===== config.mk =====
export PLATFORM = sky130hd
export DESIGN_NAME = instr_fetch_flat
export DESIGN_NICKNAME = d
export VERILOG_FILES = /design/src/rtl/instr_fetch_if.sv /design/src/rtl/instr_fetch.sv /design/src/flat_wrapper.sv
export SDC_FILE = /design/constraint.sdc
export NUM_CORES = 1
export LEC_CHECK = 0
export CORE_ASPECT_RATIO = 2
export CORE_UTILIZATION = 42
export CTS_CLUSTER_DIAMETER = 50
export DETAILED_ROUTE_END_ITERATION = 16
export GPL_TIMING_DRIVEN = 0
export HOLD_SLACK_MARGIN = 0.05
export PLACE_DENSITY = 0.86
export SLEW_MARGIN = 40
export SYNTH_ARGS = -nofsm -noshare
export SYNTH_HDL_FRONTEND = slang
export SYNTH_SLANG_ARGS = --single-unit

===== constraint.sdc =====
create_clock -name clk -period 1.85 [get_ports clk]
set_clock_uncertainty 0.05 [all_clocks]
set_input_delay 0.555 -clock clk [delete_from_list [all_inputs] [get_ports clk]]
set_output_delay 0.555 -clock clk [all_outputs]
set_load 0.01 [all_outputs]

===== src/rtl/instr_fetch_if.sv =====
// Fetch-stage bus: imem address/data, redirect request and the IF/ID valid/ready output.
interface instr_fetch_if #(
  parameter int N = 16,
  parameter int R = 5
);
  logic [R-1:0] imem_addr;
  logic [N-1:0] imem_rdata;
  logic         redirect;
  logic [R-1:0] redirect_addr;
  logic         if_ready;
  logic         if_valid;
  logic [N-1:0] if_instr;
  logic [R-1:0] if_pc;
  logic         halted;

  modport master (
    output imem_addr, if_valid, if_instr, if_pc, halted,
    input  imem_rdata, redirect, redirect_addr, if_ready
  );

  modport slave (
    input  imem_addr, if_valid, if_instr, if_pc, halted,
    output imem_rdata, redirect, redirect_addr, if_ready
  );
endinterface


===== src/rtl/instr_fetch.sv =====
// Fetch stage: owns the PC, registers imem data into IF/ID; 1-cycle latency, holds on !if_ready.
// IFETCH_PERF_EN adds saturating perf_fetch/perf_stall counters.
module instr_fetch #(
  parameter int            N        = 16,
  parameter int            R        = 5,
  parameter logic [R-1:0]  RESET_PC = '0,
  parameter logic [N-1:0]  HALT_OP  = 16'hFFFF
) (
  input  logic          clk,
  input  logic          rst_n,
`ifdef IFETCH_PERF_EN
  output logic [15:0]   perf_fetch,
  output logic [15:0]   perf_stall,
`endif
  instr_fetch_if.master bus
);

  typedef enum logic [1:0] {S_BOOT, S_RUN, S_HALT} state_e;

  state_e       state_q, state_d;
  logic [R-1:0] pc_q, pc_d;
  logic [R-1:0] if_pc_q, if_pc_d;
  logic [N-1:0] instr_q, instr_d;
  logic         vld_q, vld_d;
  logic         load;
  logic         fetch;

  assign load  = (state_q == S_RUN) && (!vld_q || bus.if_ready);
  // a redirect in the same cycle cancels the fetch
  assign fetch = load && !bus.redirect;

  assign bus.imem_addr = pc_q;
  assign bus.if_valid  = vld_q;
  assign bus.if_instr  = instr_q;
  assign bus.if_pc     = if_pc_q;
  assign bus.halted    = (state_q == S_HALT);

  always_ff @(posedge clk or negedge rst_n) begin
    if (!rst_n) begin
      state_q <= S_BOOT;
      pc_q    <= RESET_PC;
      if_pc_q <= '0;
      instr_q <= '0;
      vld_q   <= 1'b0;
    end else begin
      state_q <= state_d;
      pc_q    <= pc_d;
      if_pc_q <= if_pc_d;
      instr_q <= instr_d;
      vld_q   <= vld_d;
    end
  end

  always_comb begin
    state_d = state_q;
    pc_d    = pc_q;
    if_pc_d = if_pc_q;
    instr_d = instr_q;
    vld_d   = vld_q;
    if (state_q == S_BOOT) begin
      state_d = S_RUN;
      if (bus.redirect) pc_d = bus.redirect_addr;
    end else if (bus.redirect) begin
      state_d = S_RUN;
      pc_d    = bus.redirect_addr;
      vld_d   = 1'b0;
    end else if (load) begin
      instr_d = bus.imem_rdata;
      if_pc_d = pc_q;
      vld_d   = 1'b1;
      // the halt word is still presented, but the PC parks on it
      if (bus.imem_rdata == HALT_OP) state_d = S_HALT;
      else                           pc_d    = pc_q + R'(1);
    end else if (vld_q && bus.if_ready) begin
      vld_d = 1'b0;
    end
  end

`ifdef IFETCH_PERF_EN
  logic [15:0] perf_fetch_q;
  logic [15:0] perf_stall_q;
  logic        stall;

  assign stall      = (state_q == S_RUN) && vld_q && !bus.if_ready;
  assign perf_fetch = perf_fetch_q;
  assign perf_stall = perf_stall_q;

  always_ff @(posedge clk or negedge rst_n) begin
    if (!rst_n) begin
      perf_fetch_q <= '0;
      perf_stall_q <= '0;
    end else begin
      if (fetch && (perf_fetch_q != 16'hFFFF)) perf_fetch_q <= perf_fetch_q + 16'd1;
      if (stall && (perf_stall_q != 16'hFFFF)) perf_stall_q <= perf_stall_q + 16'd1;
    end
  end
`else
  logic unused_fetch;
  assign unused_fetch = fetch;
`endif

endmodule


===== src/flat_wrapper.sv =====
// flat-port wrapper written by rule: the top's interface ports become plain ports
module instr_fetch_flat 
#(
  parameter int            N        = 16,
  parameter int            R        = 5,
  parameter logic [R-1:0]  RESET_PC = '0,
  parameter logic [N-1:0]  HALT_OP  = 16'hFFFF
)
  (clk, rst_n, bus_imem_addr, bus_if_valid, bus_if_instr, bus_if_pc, bus_halted, bus_imem_rdata, bus_redirect, bus_redirect_addr, bus_if_ready);
  instr_fetch_if #(.N(N), .R(R)) bus_i ();
  input  logic clk;
  input  logic rst_n;
  output wire logic [$bits(bus_i.imem_addr)-1:0] bus_imem_addr;
  output wire logic [$bits(bus_i.if_valid)-1:0] bus_if_valid;
  output wire logic [$bits(bus_i.if_instr)-1:0] bus_if_instr;
  output wire logic [$bits(bus_i.if_pc)-1:0] bus_if_pc;
  output wire logic [$bits(bus_i.halted)-1:0] bus_halted;
  input wire logic [$bits(bus_i.imem_rdata)-1:0] bus_imem_rdata;
  input wire logic [$bits(bus_i.redirect)-1:0] bus_redirect;
  input wire logic [$bits(bus_i.redirect_addr)-1:0] bus_redirect_addr;
  input wire logic [$bits(bus_i.if_ready)-1:0] bus_if_ready;
  assign bus_imem_addr = bus_i.imem_addr;
  assign bus_if_valid = bus_i.if_valid;
  assign bus_if_instr = bus_i.if_instr;
  assign bus_if_pc = bus_i.if_pc;
  assign bus_halted = bus_i.halted;
  assign bus_i.imem_rdata = bus_imem_rdata;
  assign bus_i.redirect = bus_redirect;
  assign bus_i.redirect_addr = bus_redirect_addr;
  assign bus_i.if_ready = bus_if_ready;
  instr_fetch #(.N(N), .R(R), .RESET_PC(RESET_PC), .HALT_OP(HALT_OP)) u_core (.clk(clk), .rst_n(rst_n), .bus(bus_i));
endmodule

== Word-level counts from Yosys, hierarchy flattened ==
Index checks and enable logic that the tools add are counted.
Word-level totals
  output and inout port bits: 28
  word-level logic and storage cells: 38
  flip-flop bits (word level): 29
  input bits: 25
Cells by class
  multiplexer cells: 12
  bitwise operators: 2
  equal/unequal tests: 5
  reduce and logical (&&, ||, !) cells: 13
  add/sub/neg operators: 1
Operators by type and width (number)
  2-to-1 mux 5 bit: 5
  == test 16 bit (second input constant): 1
  nonzero test 3 bit: 3
  2-to-1 mux 2 bit: 4
  AND reduction 3 bit: 2
  adder 5 x 1 -> 5 bit (second input constant): 1
  != test 2 bit (second input constant): 2
  AND reduction 2 bit: 2
  2-to-1 mux 1 bit: 3
  == test 2 x 1 -> 1 bit (second input constant): 1
  == test 2 bit (second input constant): 1
  logical AND 1 bit: 2
  logical NOT 2 bit: 1
  inverter 1 bit: 2
  nonzero test 2 bit: 1
  logical NOT 1 bit: 1
  logical OR 1 bit: 1

== Longest topological paths before layout ==
  depth after elaboration: 6
  gate-level depth with buffers: 5
  depth with buffers taken out: 4

== Least setup slack after synthesis ==
Ideal clock, no wire load.
  path type: input -> register
  start point: input bus_imem_rdata[6]
  end point: register u_core.pc_q[1] (netlist: u_core.bus.imem_addr[1])
  slack: -99 ps
  path buffers: 1
  cell stages on the path: 5
  arrival: 1774 ps
  data required time: 1675 ps
  cell sequence: nand4_1 or4_1 buf_2 a21oi_1 mux2_2
Between the ends
  cells in the longest elaborated chain, start to end: 3
RTL lines
  start, declared: RTL line flat_wrapper.sv:18  | input wire logic [$bits(bus_i.imem_rdata)-1:0] bus_imem_rdata;
  == test 16 bit: RTL line instr_fetch.sv:72  | if (bus.imem_rdata == HALT_OP) state_d = S_HALT;
  != test 2 bit (no source line)
  AND reduction 3 bit (no source line)
  end signal, assigned: RTL line instr_fetch.sv:47  | pc_q <= pc_d;
  end, declared: RTL line instr_fetch.sv:21  | logic [R-1:0] pc_q, pc_d;
Every way passes these cells.
A chain may end at the register's enable or synchronous reset.

== Final worst setup path ==
  start point: register u_core.instr_q[7] (netlist: u_core.bus.if_instr[7])
  end point: output bus_if_instr[7]
RTL lines
  start, declared: RTL line instr_fetch.sv:23  | logic [N-1:0] instr_q, instr_d;
  start signal, assigned: RTL line instr_fetch.sv:49  | instr_q <= instr_d;
  end, declared: RTL line flat_wrapper.sv:15  | output wire logic [$bits(bus_i.if_instr)-1:0] bus_if_instr;
No word-level cell between the ends.

==> impl_metrics.yaml <==
yosys:
  synth_top_flop_cell: "dfrtp_1"
  synth_edf_count: 0
  synth.avg_cell_area_sq_um: 12.9
  ys_ff_latch: 29
  synth_fp_nets: 126
  yosysWarningCount: 0
  synth_area_sq_um: 1290
  synthCells: 100
  synth_cell_types: 28
  ys_seq_area_share_pct: 56.2
  ys_async_sr_fraction_pct: 100
finish:
  final_util_pct: 70.1
  finalNonFillerCells: 200
  diodes: 0
  area.growth.synth_to_final_pct: 59.7
  design_area_sq_um: 2060
  drive_gt1_share_pct: 39.4
  final_nets: 195
  multiInputGateArea_sq_um: 608
  fill_cells: 208
  ff_latch_area_sq_um: 729
sta:
  finalSetupViolCount: 0
  max_freq_ghz: 0.552
  slew_violations: 0
  min_period_ns: 1.81
  slew_headroom_pct: 57.1
  hold_viol: 0
  fin_setup_tns_ns: 0
  tightest_slew_ns: 0.644
  finalCritPeriodShare_pct: 97.9
  layout_setup_ws_ns: 0.0386
  hold_slack_ns: 0.245
setup_path:
  critical-path-top-delay-family: "buffers and inverters"
  cp-startpoint: "u_core.bus.if_instr[7]"
  timing.critical_path.to: "bus_if_instr[7]"
  reg2reg_from: "u_core.state_q[1]"
  regToRegEndpoint: "u_core.bus.if_instr[2]"
  worst_path_largest_cell_delay_ns: 0.56
  cp-end-kind: "primary output"
  cp_slowest_cell: "clkdlybuf4s50_1"
  worst_setup_path_start_kind: "register"
  cp.required_ns: 1.24
  path_max_fanout: 2
  path_buf_inv: 1
  reg2reg_setup_slack_ns: 0.08
  path_cells: "clkdlybuf4s50_1"
  reg2reg_depth: 5
  worstPathArrival_ns: 1.21
  path_depth: 1
  criticalPathCategory: "register to primary output"
routing:
  vias_per_cell: 5.64
  ant_nets: 0
  vias: 1127
  routed_wl_mm: 3.76
  wl_per_cell_microns: 18.8
  drc_errors: 0
  drt-initial-drc-count: 30
  drtPass1Iterations: 4
die:
  die_w_microns: 41.2
  die_h_microns: 80.4
  die-area_sq_um: 3310
  row_count: 28
  start_util_pct: 43.9
  core_sq_um: 2940
  ios: 53
global_route:
  first_global_vias: 1211
  antenna_found_initial: 0
  grt-ovfl-total: 0
  grt_usage_pct: 23.8
  grt_max_degree: 30
  grt_first_pass_wirelength_mm: 5.29
place:
  dp_cells: 182
  dp_slack_ns: -0.694
  gp_congestion: 0.801
  dpl-instance-area_sq_um: 1860
  dp_hpwl_mm: 2.40
  portBuffers: 52
job:
  maxCapViolCount: 0
power:
  leakagePower_nw: 0.923
  power_density_nw_per_um2: 948
  power_mw: 1.96
  irDropWorstVdd_mv: 0.910
outcome:
  status: "completed"
cts:
  cts_root_buf: "clkbuf_8"
  cts_made_buffers: 5
  clk_pin_slew_ns: 0.06
  cts_tree: "done"
  h-tree-depth: 2
  cts.sinks: 29
  clock_latency_ns: 0.28
  clk_path_buf_depth: 2
hold_path:
  hold_path_class: "primary input to asynchronous set/reset pin"
registers in the layout, indices dropped and copies added (netlist names):
signal	count
u_core.bus.if_valid	1
u_core.bus.if_instr	16
u_core.state_q	2
u_core.bus.if_pc	5
u_core.bus.imem_addr	5
synth_stat cells, drive strengths merged, types with 2 or more instances:
| cell | count | area share (%) |
|---|---|---|
| dfrtp | 29 | 56 |
| nand2b | 3 | 1.5 |
| nand3 | 2 | 0.78 |
| nand2 | 3 | 0.87 |
| mux2 | 23 | 20 |
| nor3 | 3 | 1.6 |
| a21oi | 3 | 1.2 |
| nor2 | 4 | 1.2 |
| a21o | 2 | 1.2 |
| nand4 | 5 | 2.4 |
| nor2b | 5 | 2.4 |
| buf | 3 | 1.2 |
| a31o | 2 | 1.4 |
metal layers:
| metal | GRT usage [%] | routed length (microns) |
|---|---|---|
| met1 | 25.8 | 1280 |
| met3 | 9.12 | 249 |
| met5 | 0 | 0 |
| met4 | 9.68 | 114 |
| met2 | 39.1 | 2110 |
how the worst min path moves through the flow:
stage                           startpoint                 endpoint  slack (ns)  cells after the start
global placement    u_core.bus.if_instr[3]   u_core.bus.if_instr[3]        0.43                      1
detailed placement  u_core.bus.if_instr[3]   u_core.bus.if_instr[3]        0.44                      1
CTS                                  rst_n  u_core.bus.imem_addr[4]        0.26                      1
global route                         rst_n      u_core.bus.if_pc[2]        0.31                      1
floorplan                            rst_n   u_core.bus.if_instr[0]        0.21                      0
finish                               rst_n  u_core.bus.if_instr[14]        0.24                      1
where the power goes:
group          total [mW]  internal, mW  leakage, nW  switching, mW
Clock               0.677         0.438       0.0585          0.239
Sequential          0.794         0.726        0.333         0.0680
Combinational       0.484         0.292        0.532          0.192
worst register-to-register path, cell delays in order (launching register included):
cell and delay, ns:
dfrtp_1 0.43, nand2b_1 0.27, nor3_4 0.26, buf_6 0.15, buf_6 0.15, mux2_2 0.34
area by class of cell:
| type | count | share of cell area, % |
|---|---|---|
| Sequential cell | 29 | 35.4 |
| Multi-Input combinational cell | 67 | 29.5 |
| Timing Repair Buffer | 63 | 26.4 |
| Clock buffer | 7 | 4.19 |
| Tap cell | 30 | 1.82 |
| Clock inverter | 1 | 1.46 |
| Buffer | 3 | 1.27 |
cells by family after synthesis:
group | synth area share (%)
adders and majority gates | 0.969
muxes | 20.1
and+or+nand+nor | 13.0
DFF | 56.2
buffers and inverters | 1.45
AOI/OAI and AO/OA | 8.33
layout by cell type, fill, tap and decap left out, drive strengths merged, types with 2 or more instances in the layout:
cell type	instances
dfrtp	29
clkdlybuf4s50	27
mux2	23
clkbuf	17
buf	17
dlygate4sd2	6
nand4	5
dlymetal6s2s	5
nor2b	5
nor2	4
nand2b	3
nand2	3
nor3	3
a21oi	3
a31o	2
nand3	2
a21o	2
repair_timing:
item	CTS	global route
setup endpoints to repair	33	29
pin swaps	7	7
cloned	0	1
resized for setup	36	34
endpoints found under the hold margin	0	0
setup buffers	4	6
hold buffers	0	0
Power figures use the tool's default switching activity.
